### config.mk
export PLATFORM = sky130hd
export DESIGN_NAME = dmem_arbiter_flat
export DESIGN_NICKNAME = d
export VERILOG_FILES = /design/src/rtl/dmem_arbiter_if.sv /design/src/rtl/dmem_arbiter.sv /design/src/flat_wrapper.sv
export SDC_FILE = /design/constraint.sdc
export NUM_CORES = 1
export LEC_CHECK = 0
export CAP_MARGIN = 20
export CORE_MARGIN = 8
export CORE_UTILIZATION = 36
export CTS_CLUSTER_SIZE = 30
export DETAILED_ROUTE_END_ITERATION = 10
export PLACE_DENSITY = 0.77
export SETUP_SLACK_MARGIN = 0.4
export SYNTH_ARGS = -nofsm -noshare
export SYNTH_HDL_FRONTEND = slang
export SYNTH_SLANG_ARGS = --single-unit
### constraint.sdc
create_clock -name clk_i -period 1.6 [get_ports clk_i]
set_input_delay 0.48 -clock clk_i [delete_from_list [all_inputs] [get_ports clk_i]]
set_output_delay 0.48 -clock clk_i [all_outputs]
set_load 0.02 [all_outputs]
### src/rtl/dmem_arbiter_if.sv
// dmem_arbiter_if: request/ack signals of ports A and B plus the shared data memory port
interface dmem_arbiter_if #(
    parameter int AW = 32,
    parameter int DW = 32
);
    logic          a_req_i;
    logic          b_req_i;
    logic          a_we_i;
    logic          b_we_i;
    logic [AW-1:0] a_addr_i;
    logic [AW-1:0] b_addr_i;
    logic [DW-1:0] a_wdata_i;
    logic [DW-1:0] b_wdata_i;
    logic          a_ack_o;
    logic          b_ack_o;
    logic [DW-1:0] a_rdata_o;
    logic [DW-1:0] b_rdata_o;
    logic          a_err_o;
    logic          b_err_o;
    logic          mem_read_o;
    logic          mem_write_o;
    logic [AW-1:0] mem_addr_o;
    logic [DW-1:0] mem_wdata_o;
    logic [DW-1:0] mem_rdata_i;

    modport slave (
        input  a_req_i, b_req_i, a_we_i, b_we_i, a_addr_i, b_addr_i, a_wdata_i, b_wdata_i, mem_rdata_i,
        output a_ack_o, b_ack_o, a_rdata_o, b_rdata_o, a_err_o, b_err_o,
        output mem_read_o, mem_write_o, mem_addr_o, mem_wdata_o
    );

    modport master (
        output a_req_i, b_req_i, a_we_i, b_we_i, a_addr_i, b_addr_i, a_wdata_i, b_wdata_i, mem_rdata_i,
        input  a_ack_o, b_ack_o, a_rdata_o, b_rdata_o, a_err_o, b_err_o,
        input  mem_read_o, mem_write_o, mem_addr_o, mem_wdata_o
    );
endinterface

### src/rtl/dmem_arbiter.sv
// dmem_arbiter: round-robin two-port sequencer for the data memory with a fixed LATENCY-cycle access window.
// Defining DMEM_ARB_ALIGN_CHK_EN rejects word-misaligned requests with ack+err and no memory access.
module dmem_arbiter #(
    parameter int LATENCY = 2,
    parameter int AW      = 32,
    parameter int DW      = 32
) (
    input logic         clk_i,
    input logic         rst_n_i,
    dmem_arbiter_if.slave bus
);
    localparam int CW = LATENCY > 1 ? $clog2(LATENCY) : 1;

    typedef enum logic [1:0] {IDLE, ACCESS, DONE} state_t;

    state_t        state;
    logic          last_b;
    logic          sel_b;
    logic          we;
    logic [CW-1:0] cnt;
    logic          grant;
    logic          grant_b;
    logic          g_we;
    logic [AW-1:0] g_addr;
    logic [DW-1:0] g_wdata;
    logic          mis;

    // on contention, B wins only if A was granted last
    assign grant   = bus.a_req_i | bus.b_req_i;
    assign grant_b = bus.b_req_i & (~bus.a_req_i | ~last_b);
    assign g_we    = grant_b ? bus.b_we_i : bus.a_we_i;
    assign g_addr  = grant_b ? bus.b_addr_i : bus.a_addr_i;
    assign g_wdata = grant_b ? bus.b_wdata_i : bus.a_wdata_i;
`ifdef DMEM_ARB_ALIGN_CHK_EN
    assign mis = |g_addr[1:0];
`else
    assign mis = 1'b0;
`endif

    always_ff @(posedge clk_i or negedge rst_n_i) begin
        if (!rst_n_i) begin
            state           <= IDLE;
            last_b          <= 1'b1;
            sel_b           <= 1'b0;
            we              <= 1'b0;
            cnt             <= '0;
            bus.a_ack_o     <= 1'b0;
            bus.b_ack_o     <= 1'b0;
            bus.a_rdata_o   <= '0;
            bus.b_rdata_o   <= '0;
            bus.a_err_o     <= 1'b0;
            bus.b_err_o     <= 1'b0;
            bus.mem_read_o  <= 1'b0;
            bus.mem_write_o <= 1'b0;
            bus.mem_addr_o  <= '0;
            bus.mem_wdata_o <= '0;
        end else begin
            case (state)
                IDLE: if (grant) begin
                    sel_b  <= grant_b;
                    last_b <= grant_b;
                    we     <= g_we;
                    cnt    <= CW'(LATENCY - 1);
                    if (mis) begin
                        state       <= DONE;
                        bus.a_ack_o <= ~grant_b;
                        bus.b_ack_o <= grant_b;
                        bus.a_err_o <= ~grant_b;
                        bus.b_err_o <= grant_b;
                    end else begin
                        state           <= ACCESS;
                        bus.mem_read_o  <= ~g_we;
                        bus.mem_write_o <= g_we && LATENCY == 1;
                        bus.mem_addr_o  <= g_addr;
                        bus.mem_wdata_o <= g_wdata;
                    end
                end
                ACCESS: if (cnt == '0) begin
                    state           <= DONE;
                    bus.mem_read_o  <= 1'b0;
                    bus.mem_write_o <= 1'b0;
                    bus.mem_addr_o  <= '0;
                    bus.mem_wdata_o <= '0;
                    bus.a_ack_o     <= ~sel_b;
                    bus.b_ack_o     <= sel_b;
                    bus.a_rdata_o   <= (!sel_b && !we) ? bus.mem_rdata_i : '0;
                    bus.b_rdata_o   <= (sel_b && !we) ? bus.mem_rdata_i : '0;
                end else begin
                    cnt             <= cnt - 1'b1;
                    bus.mem_write_o <= we && cnt == CW'(1);
                end
                DONE: begin
                    state         <= IDLE;
                    bus.a_ack_o   <= 1'b0;
                    bus.b_ack_o   <= 1'b0;
                    bus.a_rdata_o <= '0;
                    bus.b_rdata_o <= '0;
                    bus.a_err_o   <= 1'b0;
                    bus.b_err_o   <= 1'b0;
                end
                default: state <= IDLE;
            endcase
        end
    end
endmodule

### src/flat_wrapper.sv
// flat-port wrapper written by rule: the top's interface ports become plain ports
module dmem_arbiter_flat 
#(
    parameter int LATENCY = 2,
    parameter int AW      = 32,
    parameter int DW      = 32
)
  (clk_i, rst_n_i, bus_a_req_i, bus_b_req_i, bus_a_we_i, bus_b_we_i, bus_a_addr_i, bus_b_addr_i, bus_a_wdata_i, bus_b_wdata_i, bus_mem_rdata_i, bus_a_ack_o, bus_b_ack_o, bus_a_rdata_o, bus_b_rdata_o, bus_a_err_o, bus_b_err_o, bus_mem_read_o, bus_mem_write_o, bus_mem_addr_o, bus_mem_wdata_o);
  dmem_arbiter_if #(.AW(AW), .DW(DW)) bus_i ();
  input logic clk_i;
  input logic rst_n_i;
  input wire logic [$bits(bus_i.a_req_i)-1:0] bus_a_req_i;
  input wire logic [$bits(bus_i.b_req_i)-1:0] bus_b_req_i;
  input wire logic [$bits(bus_i.a_we_i)-1:0] bus_a_we_i;
  input wire logic [$bits(bus_i.b_we_i)-1:0] bus_b_we_i;
  input wire logic [$bits(bus_i.a_addr_i)-1:0] bus_a_addr_i;
  input wire logic [$bits(bus_i.b_addr_i)-1:0] bus_b_addr_i;
  input wire logic [$bits(bus_i.a_wdata_i)-1:0] bus_a_wdata_i;
  input wire logic [$bits(bus_i.b_wdata_i)-1:0] bus_b_wdata_i;
  input wire logic [$bits(bus_i.mem_rdata_i)-1:0] bus_mem_rdata_i;
  output wire logic [$bits(bus_i.a_ack_o)-1:0] bus_a_ack_o;
  output wire logic [$bits(bus_i.b_ack_o)-1:0] bus_b_ack_o;
  output wire logic [$bits(bus_i.a_rdata_o)-1:0] bus_a_rdata_o;
  output wire logic [$bits(bus_i.b_rdata_o)-1:0] bus_b_rdata_o;
  output wire logic [$bits(bus_i.a_err_o)-1:0] bus_a_err_o;
  output wire logic [$bits(bus_i.b_err_o)-1:0] bus_b_err_o;
  output wire logic [$bits(bus_i.mem_read_o)-1:0] bus_mem_read_o;
  output wire logic [$bits(bus_i.mem_write_o)-1:0] bus_mem_write_o;
  output wire logic [$bits(bus_i.mem_addr_o)-1:0] bus_mem_addr_o;
  output wire logic [$bits(bus_i.mem_wdata_o)-1:0] bus_mem_wdata_o;
  assign bus_i.a_req_i = bus_a_req_i;
  assign bus_i.b_req_i = bus_b_req_i;
  assign bus_i.a_we_i = bus_a_we_i;
  assign bus_i.b_we_i = bus_b_we_i;
  assign bus_i.a_addr_i = bus_a_addr_i;
  assign bus_i.b_addr_i = bus_b_addr_i;
  assign bus_i.a_wdata_i = bus_a_wdata_i;
  assign bus_i.b_wdata_i = bus_b_wdata_i;
  assign bus_i.mem_rdata_i = bus_mem_rdata_i;
  assign bus_a_ack_o = bus_i.a_ack_o;
  assign bus_b_ack_o = bus_i.b_ack_o;
  assign bus_a_rdata_o = bus_i.a_rdata_o;
  assign bus_b_rdata_o = bus_i.b_rdata_o;
  assign bus_a_err_o = bus_i.a_err_o;
  assign bus_b_err_o = bus_i.b_err_o;
  assign bus_mem_read_o = bus_i.mem_read_o;
  assign bus_mem_write_o = bus_i.mem_write_o;
  assign bus_mem_addr_o = bus_i.mem_addr_o;
  assign bus_mem_wdata_o = bus_i.mem_wdata_o;
  dmem_arbiter #(.LATENCY(LATENCY), .AW(AW), .DW(DW)) u_core (.clk_i(clk_i), .rst_n_i(rst_n_i), .bus(bus_i));
endmodule
# Yosys cells after proc, flatten, opt, wreduce, memory -nomap -nowiden
# Index checks and enable logic that the tools add are counted.
# op_classes
addsub	1
multipliers	0
n_div	0
n_lt_le_gt_ge	0
n_eq_ne	4
shift	0
n_mux	30
bitwise_logic	7
n_reduce_logical	13
# ops
op	count
32-bit two-way mux	9
32-bit case mux with 2 select lines	4
1-bit case mux with 2 select lines	5
1-bit two-way mux	9
2-bit AND reduction	4
2-bit two-way mux	2
1-bit inverter	4
2-bit case mux with 2 select lines	1
2-bit nonzero test	2
1-bit logical AND	3
3-bit AND reduction	1
2-bit by 1-bit equality test with 1-bit output (second input constant)	1
2-bit equality test (second input constant)	1
1-bit zero test	2
2-bit zero test	1
2-bit by 1-bit inequality test with 1-bit output (second input constant)	1
2-bit inequality test (second input constant)	1
1-bit OR	2
1-bit bitwise AND	1
1-bit subtractor (second input constant)	1
# totals
reg_bits	138
latch_bits	0
ram_bits	0
rom_bits	0
inputBits	166
wordCells	68
n_memories	0

# Longest topological paths before layout
# logic_depth
word_depth	7
mapped_depth	6

# Worst setup path after synthesis
# Ideal clock, no wire load.
# synth_path
kind	register to register
start	register u_core.state[1]
end	register u_core.bus.a_rdata_o[26]
setup_ns	0.122
arrival_ns	1.509
required_time_ns	1.478
slack_ns	-0.031
path_stages_with_launch	7
n_path_buf	3
path_cell_list	dfrtp_1 > or3b_1 > buf_6 > and2_1 > buf_6 > buf_6 > a32o_1
# synth_via
elab_chain_len	3
elab_cells_between_ends	6
cone_classes	eq/ne (3); mux (1); reduce/logical (2)
# synth_lines
element	line	source
start: declaration	dmem_arbiter.sv:16	state_t state;
start signal: assignment	dmem_arbiter.sv:42	state <= IDLE;
start signal: assignment	dmem_arbiter.sv:65	state <= DONE;
start signal: assignment	dmem_arbiter.sv:71	state <= ACCESS;
2-bit by 1-bit equality test with 1-bit output or 2-bit equality test (tied branches)	dmem_arbiter.sv:58	case (state)
2-bit inequality test (no source line) or 2-bit nonzero test (tied branches)	n/a	
2-bit AND reduction (no source line)	n/a	
end signal: assignment	dmem_arbiter.sv:86	bus.a_rdata_o <= (!sel_b && !we) ? bus.mem_rdata_i : '0;
end: declaration	dmem_arbiter_if.sv:28	output a_ack_o, b_ack_o, a_rdata_o, b_rdata_o, a_err_o, b_err_o,
# Parallel ways exist; a longest one is shown, timed or not.
# A chain may end at the register's enable or synchronous reset.

# Worst setup path after layout
# layout_path
start	register u_core.state[1]
end	register u_core.bus.b_rdata_o[30]
# layout_via
elab_chain_len	3
elab_cells_between_ends	6
cone_classes	eq/ne (3); mux (1); reduce/logical (2)
# layout_lines
element	line	source
2-bit by 1-bit equality test with 1-bit output or 2-bit equality test (tied branches)	dmem_arbiter.sv:58	
2-bit inequality test (no source line) or 2-bit nonzero test (tied branches)	n/a	
2-bit AND reduction (no source line)	n/a	
end signal: assignment	dmem_arbiter.sv:87	bus.b_rdata_o <= (sel_b && !we) ? bus.mem_rdata_i : '0;
end: declaration	dmem_arbiter_if.sv:28	
# Parallel ways exist; a longest one is shown, timed or not.

==> results_dict.tcl <==
set metrics [dict create \
    p_per_area_mw_per_mm2 2040 \
    async_flop_share_pct 100 \
    initial_core_util_pct 36.6 \
    muxShareOfSynthArea_pct 12.0 \
    die_height_um 143 \
    cts_buffers 17 \
    gp_congestion 0.843 \
    reg2reg_slack_ps -50 \
    drt_iter0_markers 404 \
    diodes 0 \
    final_hold_viol_count 0 \
    finalPower_w 0.0256 \
    antenna_found_initial 0 \
    cp.required_ps 1950 \
    ios 300 \
    design.core.area_mm2 0.0158 \
    grt_pass1_wl_um 35200 \
    clock_latency_ps 420 \
    totalWireLength_um 28000 \
    cp-start-kind "register" \
    dp_cells 911 \
    synth.avg_cell_area_um2 14.3 \
    arrival_ps 2000 \
    fin_skew_ps 12.5 \
    fmax_mhz 606 \
    setup_viol 30 \
    finalMaxSlewViolations 0 \
    cp_top_family "simple AND/OR/NAND/NOR gates" \
    ys_seq_elements 138 \
    status "finished, violations left" \
    area_growth_pct 116 \
    worstSetupPathType "reg -> reg" \
    clk_pin_slew_ps 60 \
    synthCells 406 \
    violations "setup timing" \
    ys.flop_type "dfrtp_1" \
    root_buffer "clkbuf_16" \
    drt-vias-per-instance 5.44 \
    hold_class "in -> async" \
    synth-compound-area-share_pct 21.4 \
    ir_drop_mv 1.36 \
    synthAdderAreaFrac_pct 0 \
    cts.sinks 138 \
    wl_per_cell_um 25.6 \
    crit_path_cell_trace "or3b_4, nor3b_4, buf_4, buf_6, a32o_1" \
    grt_pass1_vias 6212 \
    clk_path_buf_depth 2 \
    maxCapViolations 0 \
    drive_gt1_share_pct 55.7 \
    cp.depth 5 \
    path_buf_inv 2 \
    final_antenna_net_count 0 \
    grt_overflow 0 \
    nFillCells 808 \
    stdcell_count 1094 \
    synth-edff-count 0 \
    p_leak_nw 5.50 \
    slowest_stage "or3b_4" \
    fin_crit_ps 1650 \
    synth_warnings 0 \
    rr_worst_depth 5 \
    synth_top_family_by_area "compound AO/OA/AOI/OAI gates" \
    cts_tree "done" \
    timing.final.ws_setup_ps -49.1 \
    fp-row-count 46 \
    nets 1031 \
    netlist_area_mm2 0.00579 \
    drt-pass1-iter-count 5 \
    ys_seq_area_share_pct 59.7 \
    drc_errors 0 \
    timing.setup.tns_ps -581 \
    dieArea_mm2 0.0204 \
    grt_usage_pct 22.6 \
    worstPathMaxFanout 8 \
    grt_max_degree 65 \
    die_x_um 143 \
    port_buffers 297 \
    ys_types 31 \
    vias 5954 \
    synth-simple-area-share_pct 1.92 \
    synth_xor_area_share_pct 0 \
    critical_path.max_stage_delay_ps 470 \
    end_kind "register" \
    dp_hpwl_um 15200 \
    rsz0062_at_grt "true" \
    cts_htree_levels 4 \
    fin_crit_sh_pct 103 \
]
-- power by group --
group          internal (W)  leakage (nW)  switching [W]
sequential          0.00507          1.82        0.00132
combinational       0.00819          3.42        0.00717
clock               0.00223         0.268        0.00159
total                0.0155          5.50         0.0101
-- final cells by class --
cell class | instances | area [µm²] | area share [%]
Timing Repair Buffer | 479 | 5040 | 40.3
Sequential cell | 138 | 3450 | 27.6
Multi-Input combinational cell | 227 | 3170 | 25.3
Clock buffer | 19 | 453 | 3.62
Tap cell | 216 | 270 | 2.16
Clock inverter | 13 | 118 | 0.940
Inverter | 2 | 7.51 | 0.0600
-- path summary, 6_finish.rpt --
kind,from,end
max,u_core.state[1],u_core.bus.b_rdata_o[30]
min,rst_n_i,u_core.bus.mem_addr_o[28]
max reg2reg,u_core.state[1],u_core.bus.b_rdata_o[30]
min reg2reg,u_core.bus.b_rdata_o[13],u_core.bus.b_rdata_o[13]
max in group asynchronous,rst_n_i,u_core.bus.mem_addr_o[12]
min in group clk_i,u_core.bus.b_rdata_o[13],u_core.bus.b_rdata_o[13]
-- cell families after synthesis --
family          after synthesis
buf+inv                      47
other cells                   1
flops                       138
compound gates              134
mux                          69
simple gates                 17
-- per-stage QoR --
step           setup WS (ps)  hold slack (ps)  instance area [µm²]  utilization (%)
6_report               -49.1              501                12500             79.0
5_1_grt                -83.1              513                12500             79.0
4_1_cts                -1.81              514                11400             71.8
3_5_place_dp            -547              369                 9570             60.5
3_3_place_gp            -496              366                 9570             60.5
2_1_floorplan          -13.2              184                 6410                -
-- timing repair --
item / in CTS / in global routing
hold endpoints to repair: 19 / 0
endpoints found under the setup margin: 269 / 268
gates resized for setup: 867 / 97
hold buffers: 1 / 0
cloned: 7 / 10
pin swaps: 56 / 52
buffers inserted: 82 / 51
-- cells in the mapped netlist, types with 3 or more instances --
| master | instances | area share (%) |
|---|---|---|
| mux2_1 | 3 | 0.58 |
| o2bb2ai_1 | 64 | 9.7 |
| nor2_1 | 3 | 0.19 |
| a32o_1 | 62 | 11 |
| buf_4 | 3 | 0.39 |
| buf_6 | 11 | 2.1 |
| mux2i_1 | 65 | 11 |
| clkbuf_1 | 17 | 1.1 |
| dfrtp_1 | 137 | 59 |
| buf_2 | 10 | 0.86 |
| buf_1 | 4 | 0.26 |
| nand2_1 | 4 | 0.26 |
-- layer usage --
metal	track usage, %	vias to the layer above	share of wire, %
li1	-	2551	-
met4	10.6	0	4.4
met2	40.8	288	54
met3	6.38	74	6.3
met1	24.0	3041	35
met5	0	-	0
-- sequential cells by signal, indices dropped and copies added (netlist names), 2 cells and up --
register / count
u_core.bus.a_rdata_o: 32
u_core.bus.mem_addr_o: 32
u_core.bus.mem_wdata_o: 32
u_core.state: 2
u_core.bus.b_rdata_o: 32
-- layout by cell type (no fill, tap or decap), types with 4 or more instances in the layout --
cell	instances
nand2_1	4
buf_12	16
and2_4	4
a32o_1	59
clkdlybuf4s50_1	162
clkbuf_16	24
mux2_4	4
o2bb2ai_2	60
buf_8	6
dfrtp_1	137
mux2i_2	14
clkinvlp_4	5
mux2i_4	46
mux2i_1	5
buf_6	146
o2bb2ai_1	4
buf_4	133
buf_16	6
No activity file was read; power rests on OpenSTA's default activity.
